**config.mk**
```make
export PLATFORM = sky130hd
export DESIGN_NAME = piso_serializer_flat
export DESIGN_NICKNAME = d
export VERILOG_FILES = /design/src/rtl/piso_serializer_if.sv /design/src/rtl/piso_serializer.sv /design/src/flat_wrapper.sv
export SDC_FILE = /design/constraint.sdc
export NUM_CORES = 1
export LEC_CHECK = 0
export CORE_AREA = 2 2 39 41
export CTS_BUF_LIST = sky130_fd_sc_hd__clkbuf_4
export DETAILED_ROUTE_END_ITERATION = 7
export DIE_AREA = 0 0 41 43
export GPL_ROUTABILITY_DRIVEN = 0
export RECOVER_POWER = 100
export SLEW_MARGIN = 20
export SYNTH_ARGS = -nofsm -noshare
export SYNTH_HDL_FRONTEND = slang
export SYNTH_SLANG_ARGS = --single-unit
```
**constraint.sdc**
```tcl
create_clock -name i_clk -period 1.6 [get_ports i_clk]
set_clock_uncertainty 0.2 [all_clocks]
set_input_delay 0.32 -clock i_clk [delete_from_list [all_inputs] [get_ports i_clk]]
set_output_delay 0.32 -clock i_clk [all_outputs]
set_load 0.03 [all_outputs]
```
**src/rtl/piso_serializer_if.sv**
```systemverilog
// Handshake and serial-output bundle between the upstream word source, the
// serializer and the downstream shift register.
interface piso_serializer_if #(
    parameter int WIDTH = 4
);
    logic [WIDTH-1:0] i_data;
    logic             i_valid;
    logic             o_ready;
    logic             o_sd;
    logic             o_sd_valid;
    logic             o_last;

    modport master (
        output i_data, i_valid,
        input  o_ready, o_sd, o_sd_valid, o_last
    );

    modport slave (
        input  i_data, i_valid,
        output o_ready, o_sd, o_sd_valid, o_last
    );
endinterface

```
**src/rtl/piso_serializer.sv**
```systemverilog
// MSB-first parallel-in serial-out transmitter with zero-gap streaming.
// Define PISO_PARITY_EN to append an even-parity bit to every frame.
module piso_serializer #(
    parameter int WIDTH = 4
) (
    input  logic                 i_clk,
    input  logic                 i_rst,
    piso_serializer_if.slave     bus
);
    localparam int CNT_W = $clog2(WIDTH + 1);
`ifdef PISO_PARITY_EN
    localparam logic [CNT_W-1:0] LOAD_CNT = CNT_W'(WIDTH);
`else
    localparam logic [CNT_W-1:0] LOAD_CNT = CNT_W'(WIDTH - 1);
`endif

    typedef enum logic {IDLE, SHIFT} state_t;

    state_t             state;
    logic [WIDTH-1:0]   shift_q;
    logic [CNT_W-1:0]   cnt_q;
    logic               sd_q;
    logic               sd_valid_q;
    logic               last_q;
    logic               fill_bit;
`ifdef PISO_PARITY_EN
    logic               par_q;
    // Parity is shifted in behind the data so it reaches the MSB exactly
    // once the last data bit has gone out.
    assign fill_bit = par_q;
`else
    assign fill_bit = 1'b0;
`endif

    always_ff @(posedge i_clk or negedge i_rst) begin
        if (!i_rst) begin
            state      <= IDLE;
            shift_q    <= '0;
            cnt_q      <= '0;
            sd_q       <= 1'b0;
            sd_valid_q <= 1'b0;
            last_q     <= 1'b0;
`ifdef PISO_PARITY_EN
            par_q      <= 1'b0;
`endif
        end else begin
            case (state)
                IDLE: begin
                    if (bus.i_valid) begin
                        state      <= SHIFT;
                        shift_q    <= bus.i_data;
                        cnt_q      <= LOAD_CNT;
                        sd_q       <= bus.i_data[WIDTH-1];
                        sd_valid_q <= 1'b1;
                        last_q     <= 1'b0;
`ifdef PISO_PARITY_EN
                        par_q      <= ^bus.i_data;
`endif
                    end
                end
                SHIFT: begin
                    if (cnt_q == '0) begin
                        if (bus.i_valid) begin
                            shift_q    <= bus.i_data;
                            cnt_q      <= LOAD_CNT;
                            sd_q       <= bus.i_data[WIDTH-1];
                            sd_valid_q <= 1'b1;
                            last_q     <= 1'b0;
`ifdef PISO_PARITY_EN
                            par_q      <= ^bus.i_data;
`endif
                        end else begin
                            state      <= IDLE;
                            shift_q    <= '0;
                            sd_q       <= 1'b0;
                            sd_valid_q <= 1'b0;
                            last_q     <= 1'b0;
                        end
                    end else begin
                        // Outputs are registered, so the next bit is taken
                        // one position below the current MSB.
                        shift_q <= {shift_q[WIDTH-2:0], fill_bit};
                        cnt_q   <= cnt_q - 1'b1;
                        sd_q    <= shift_q[WIDTH-2];
                        last_q  <= (cnt_q == CNT_W'(1));
                    end
                end
                default: state <= IDLE;
            endcase
        end
    end

    assign bus.o_ready    = (state == IDLE) || (cnt_q == '0);
    assign bus.o_sd       = sd_q;
    assign bus.o_sd_valid = sd_valid_q;
    assign bus.o_last     = last_q;
endmodule

```
**src/flat_wrapper.sv**
```systemverilog
// flat-port wrapper written by rule: the top's interface ports become plain ports
module piso_serializer_flat 
#(
    parameter int WIDTH = 4
)
  (i_clk, i_rst, bus_i_data, bus_i_valid, bus_o_ready, bus_o_sd, bus_o_sd_valid, bus_o_last);
  piso_serializer_if #(.WIDTH(WIDTH)) bus_i ();
  input  logic i_clk;
  input  logic i_rst;
  input wire logic [$bits(bus_i.i_data)-1:0] bus_i_data;
  input wire logic [$bits(bus_i.i_valid)-1:0] bus_i_valid;
  output wire logic [$bits(bus_i.o_ready)-1:0] bus_o_ready;
  output wire logic [$bits(bus_i.o_sd)-1:0] bus_o_sd;
  output wire logic [$bits(bus_i.o_sd_valid)-1:0] bus_o_sd_valid;
  output wire logic [$bits(bus_i.o_last)-1:0] bus_o_last;
  assign bus_i.i_data = bus_i_data;
  assign bus_i.i_valid = bus_i_valid;
  assign bus_o_ready = bus_i.o_ready;
  assign bus_o_sd = bus_i.o_sd;
  assign bus_o_sd_valid = bus_i.o_sd_valid;
  assign bus_o_last = bus_i.o_last;
  piso_serializer #(.WIDTH(WIDTH)) u_core (.i_clk(i_clk), .i_rst(i_rst), .bus(bus_i));
endmodule
```
==> impl_metrics.env <==
export IMPL_htreeDepth=1
export IMPL_max_cap_violations=0
export IMPL_grt_pass1_vias=343
export IMPL_pwr_share_comb_pct=54.4
export IMPL_max_freq_mhz=596
export IMPL_syn_num_nets=55
export IMPL_synth_yosys_seq_area_share_pct=47.2
export IMPL_initial_utilization_pct=38.3
export IMPL_firstDrtPassIters=4
export IMPL_ctsLongestPathBuffers=2
export IMPL_r2r_end="u_core.shift_q[1]"
export IMPL_p_seq_share_pct=32.6
export IMPL_cts_hold_repair_buffers=0
export IMPL_die_h_um=43
export IMPL_drive_gt1_share_pct=30.2
export IMPL_rows=14
export IMPL_outcome="finished with violations"
export IMPL_reg2reg_slack_ns=0.16
export IMPL_tritoncts="yes"
export IMPL_slew_violations=0
export IMPL_post_dp_hpwl_um=708
export IMPL_vdd_drop_max_mv=0.643
export IMPL_switching_share_pct=39.4
export IMPL_post_route_period_util_pct=105
export IMPL_cts_sinks=10
export IMPL_postRouteAntennaNets=0
export IMPL_synth_cell_types=16
export IMPL_clkPwrFrac_pct=13.0
export IMPL_cp_arrival_ns=1.16
export IMPL_cp_required_ns=1.08
export IMPL_area_delta_synth_final_pct=35.8
export IMPL_worstMarginPinSlew_ns=0.465
export IMPL_overflow=0
export IMPL_n_antenna_cell=0
export IMPL_powerDensity_nw_per_um2=1830
export IMPL_setup_ws_ns=-0.0790
export IMPL_p_int_uw=798
export IMPL_p_leak_nw=0.340
export IMPL_nets=75
export IMPL_antenna_found_initial=0
export IMPL_tns_ns=-0.0790
export IMPL_core_area_um2=1380
export IMPL_route_vias_total=395
export IMPL_period_needed_ns=1.68
export IMPL_io_buffers=10
export IMPL_clkTransAtPathRegs_ns=0.07
export IMPL_r2r_cells=6
export IMPL_num_io_pins=11
export IMPL_p_sw_uw=518
export IMPL_synth_seq_cells=10
export IMPL_final_cell_mix="10 x dfrtp_1, 7 x mux2i_1, 7 x buf_4"
export IMPL_grt_pass1_wl_um=1460
export IMPL_clock_root_buffer="clkbuf_4"
export IMPL_viasPerCell=5.00
export IMPL_drt_wl_total_um=1020
export IMPL_die_width_um=41
export IMPL_drc=0
export IMPL_path_max_fanout=3
export IMPL_netlist_area_um2=531
export IMPL_critical_path_class="flop to primary output"
export IMPL_totalPowerFinal_mw=1.32
export IMPL_holdCritPathClass="input port to asynchronous set/reset pin"
export IMPL_reg2reg_from="u_core.cnt_q[1]"
export IMPL_grt_max_degree=11
export IMPL_grt_usage_pct=13.2
export IMPL_synth_area_per_cell_um2=11.8
export IMPL_fp_dieArea_um2=1760
export IMPL_setup_violations_final=1
export IMPL_final_hold_viol_count=0
export IMPL_ys_warn_count=0
export IMPL_numCtsBuffers=3
export IMPL_layout_commonest_cell="dfrtp_1"
export IMPL_clock_latency_ns=0.26
export IMPL_drt_iter0_drc=6
export IMPL_avgRoutedWirePerCell_um=12.8
export IMPL_relSlewSlack_pct=68.9
export IMPL_violations="setup timing"
export IMPL_synth_cells=45
export IMPL_cp_start_kind="flop"
export IMPL_rsz0062_at_grt="true"
export IMPL_end_kind="primary output"
==> repair_timing <==
action                     4_1_cts  5_1_grt
setup endpoints to repair        4        1
setup buffers                    0        2
gates resized for setup          8        0
pin swaps                        0        1
==> per-stage QoR <==
| stage | std cells | area (um2) | setup slack (ns) | hold WS, ns | util, % |
|---|---|---|---|---|---|
| 2_1_floorplan | 45 | 531 | 0.172 | -0.176 | - |
| 3_3_place_gp | 74 | 671 | 0.0129 | 0.278 | 48.5 |
| 3_5_place_dp | 74 | 671 | 0.00504 | 0.285 | 48.5 |
| 4_1_cts | 77 | 706 | -0.113 | 0.184 | 51.0 |
| 5_1_grt | 79 | 721 | -0.134 | 0.283 | 52.1 |
| 6_report | 79 | 721 | -0.0790 | 0.241 | 52.1 |
==> kinds of logic after synthesis <==
kind of cell,count (synthesis),share of synthesized area [%]
compound gates,11,15.8
fa+ha+maj,3,7.08
buf+inv,4,4.24
flops,10,47.2
mux,7,13.2
simple gates,10,12.5
==> power groups by stage <==
stage               Clock [mW]  Combinational, mW  Sequential (mW)
floorplan                    0              0.373            0.486
CTS                      0.182              0.688            0.428
detailed placement           0              0.663            0.430
global route             0.191              0.788            0.441
global placement             0              0.661            0.428
finish                   0.171              0.716            0.428
==> cell type report <==
type / count / area [um2]
clock buffer: 3 / 22.5
tap: 16 / 20.0
inverter: 2 / 7.51
multi-input combinational: 31 / 270
timing repair buffer: 17 / 150
fill: 127 / 663
sequential: 10 / 250
==> registers in the layout, summed over array words and instances (netlist names) <==
| register | cells |
|---|---|
| u_core.cnt_q | 3 |
| u_core.bus.o_last | 1 |
| u_core.shift_q | 3 |
| u_core.bus.o_sd_valid | 1 |
| u_core.state | 1 |
| u_core.bus.o_sd | 1 |
==> how the worst max path moves through the flow <==
stage | startpoint | end | slack [ns] | cells past startpoint
after floorplan | u_core.cnt_q[0] | bus_o_ready | 0.17 | 4
after global placement | bus_i_valid | u_core.shift_q[1] | 0.01 | 4
after detailed placement | bus_i_valid | u_core.cnt_q[2] | 0.005 | 4
after CTS | u_core.cnt_q[0] | bus_o_ready | -0.11 | 5
after global routing | u_core.cnt_q[1] | bus_o_ready | -0.13 | 5
final | u_core.cnt_q[1] | bus_o_ready | -0.08 | 5
==> synth_stat cells <==
cell	n	area share, %
dfrtp_1	10	47
mux2i_1	7	13
nor2_1	5	3.5
a32oi_1	3	5.0
ha_1	3	7.1
o21ai_1	3	2.8
a21oi_2	2	3.3
a32o_1	2	3.8
buf_4	2	2.8
inv_1	2	1.4
and3b_4	1	2.4
nand2_1	1	0.71
nand2_4	1	2.1
nand2b_1	1	1.2
nand2b_4	1	2.6
o21ai_0	1	0.94
==> critical path: stages (launching register included) <==
cell and delay [ns]:
dfrtp_1 0.38, inv_2 0.09, ha_4 0.16, nand2b_4 0.06, nand2_4 0.07, buf_6 0.12
==> layer usage <==
layer / wire (um) / vias to the layer above / global-route usage, %
li1: - / 199 / -
met1: 476 / 185 / 18.2
met2: 461 / 9 / 15.9
met3: 57 / 2 / 3.14
met4: 19 / 0 / 12.0
met5: 0 / - / 0
Power figures use the tool's default switching activity.
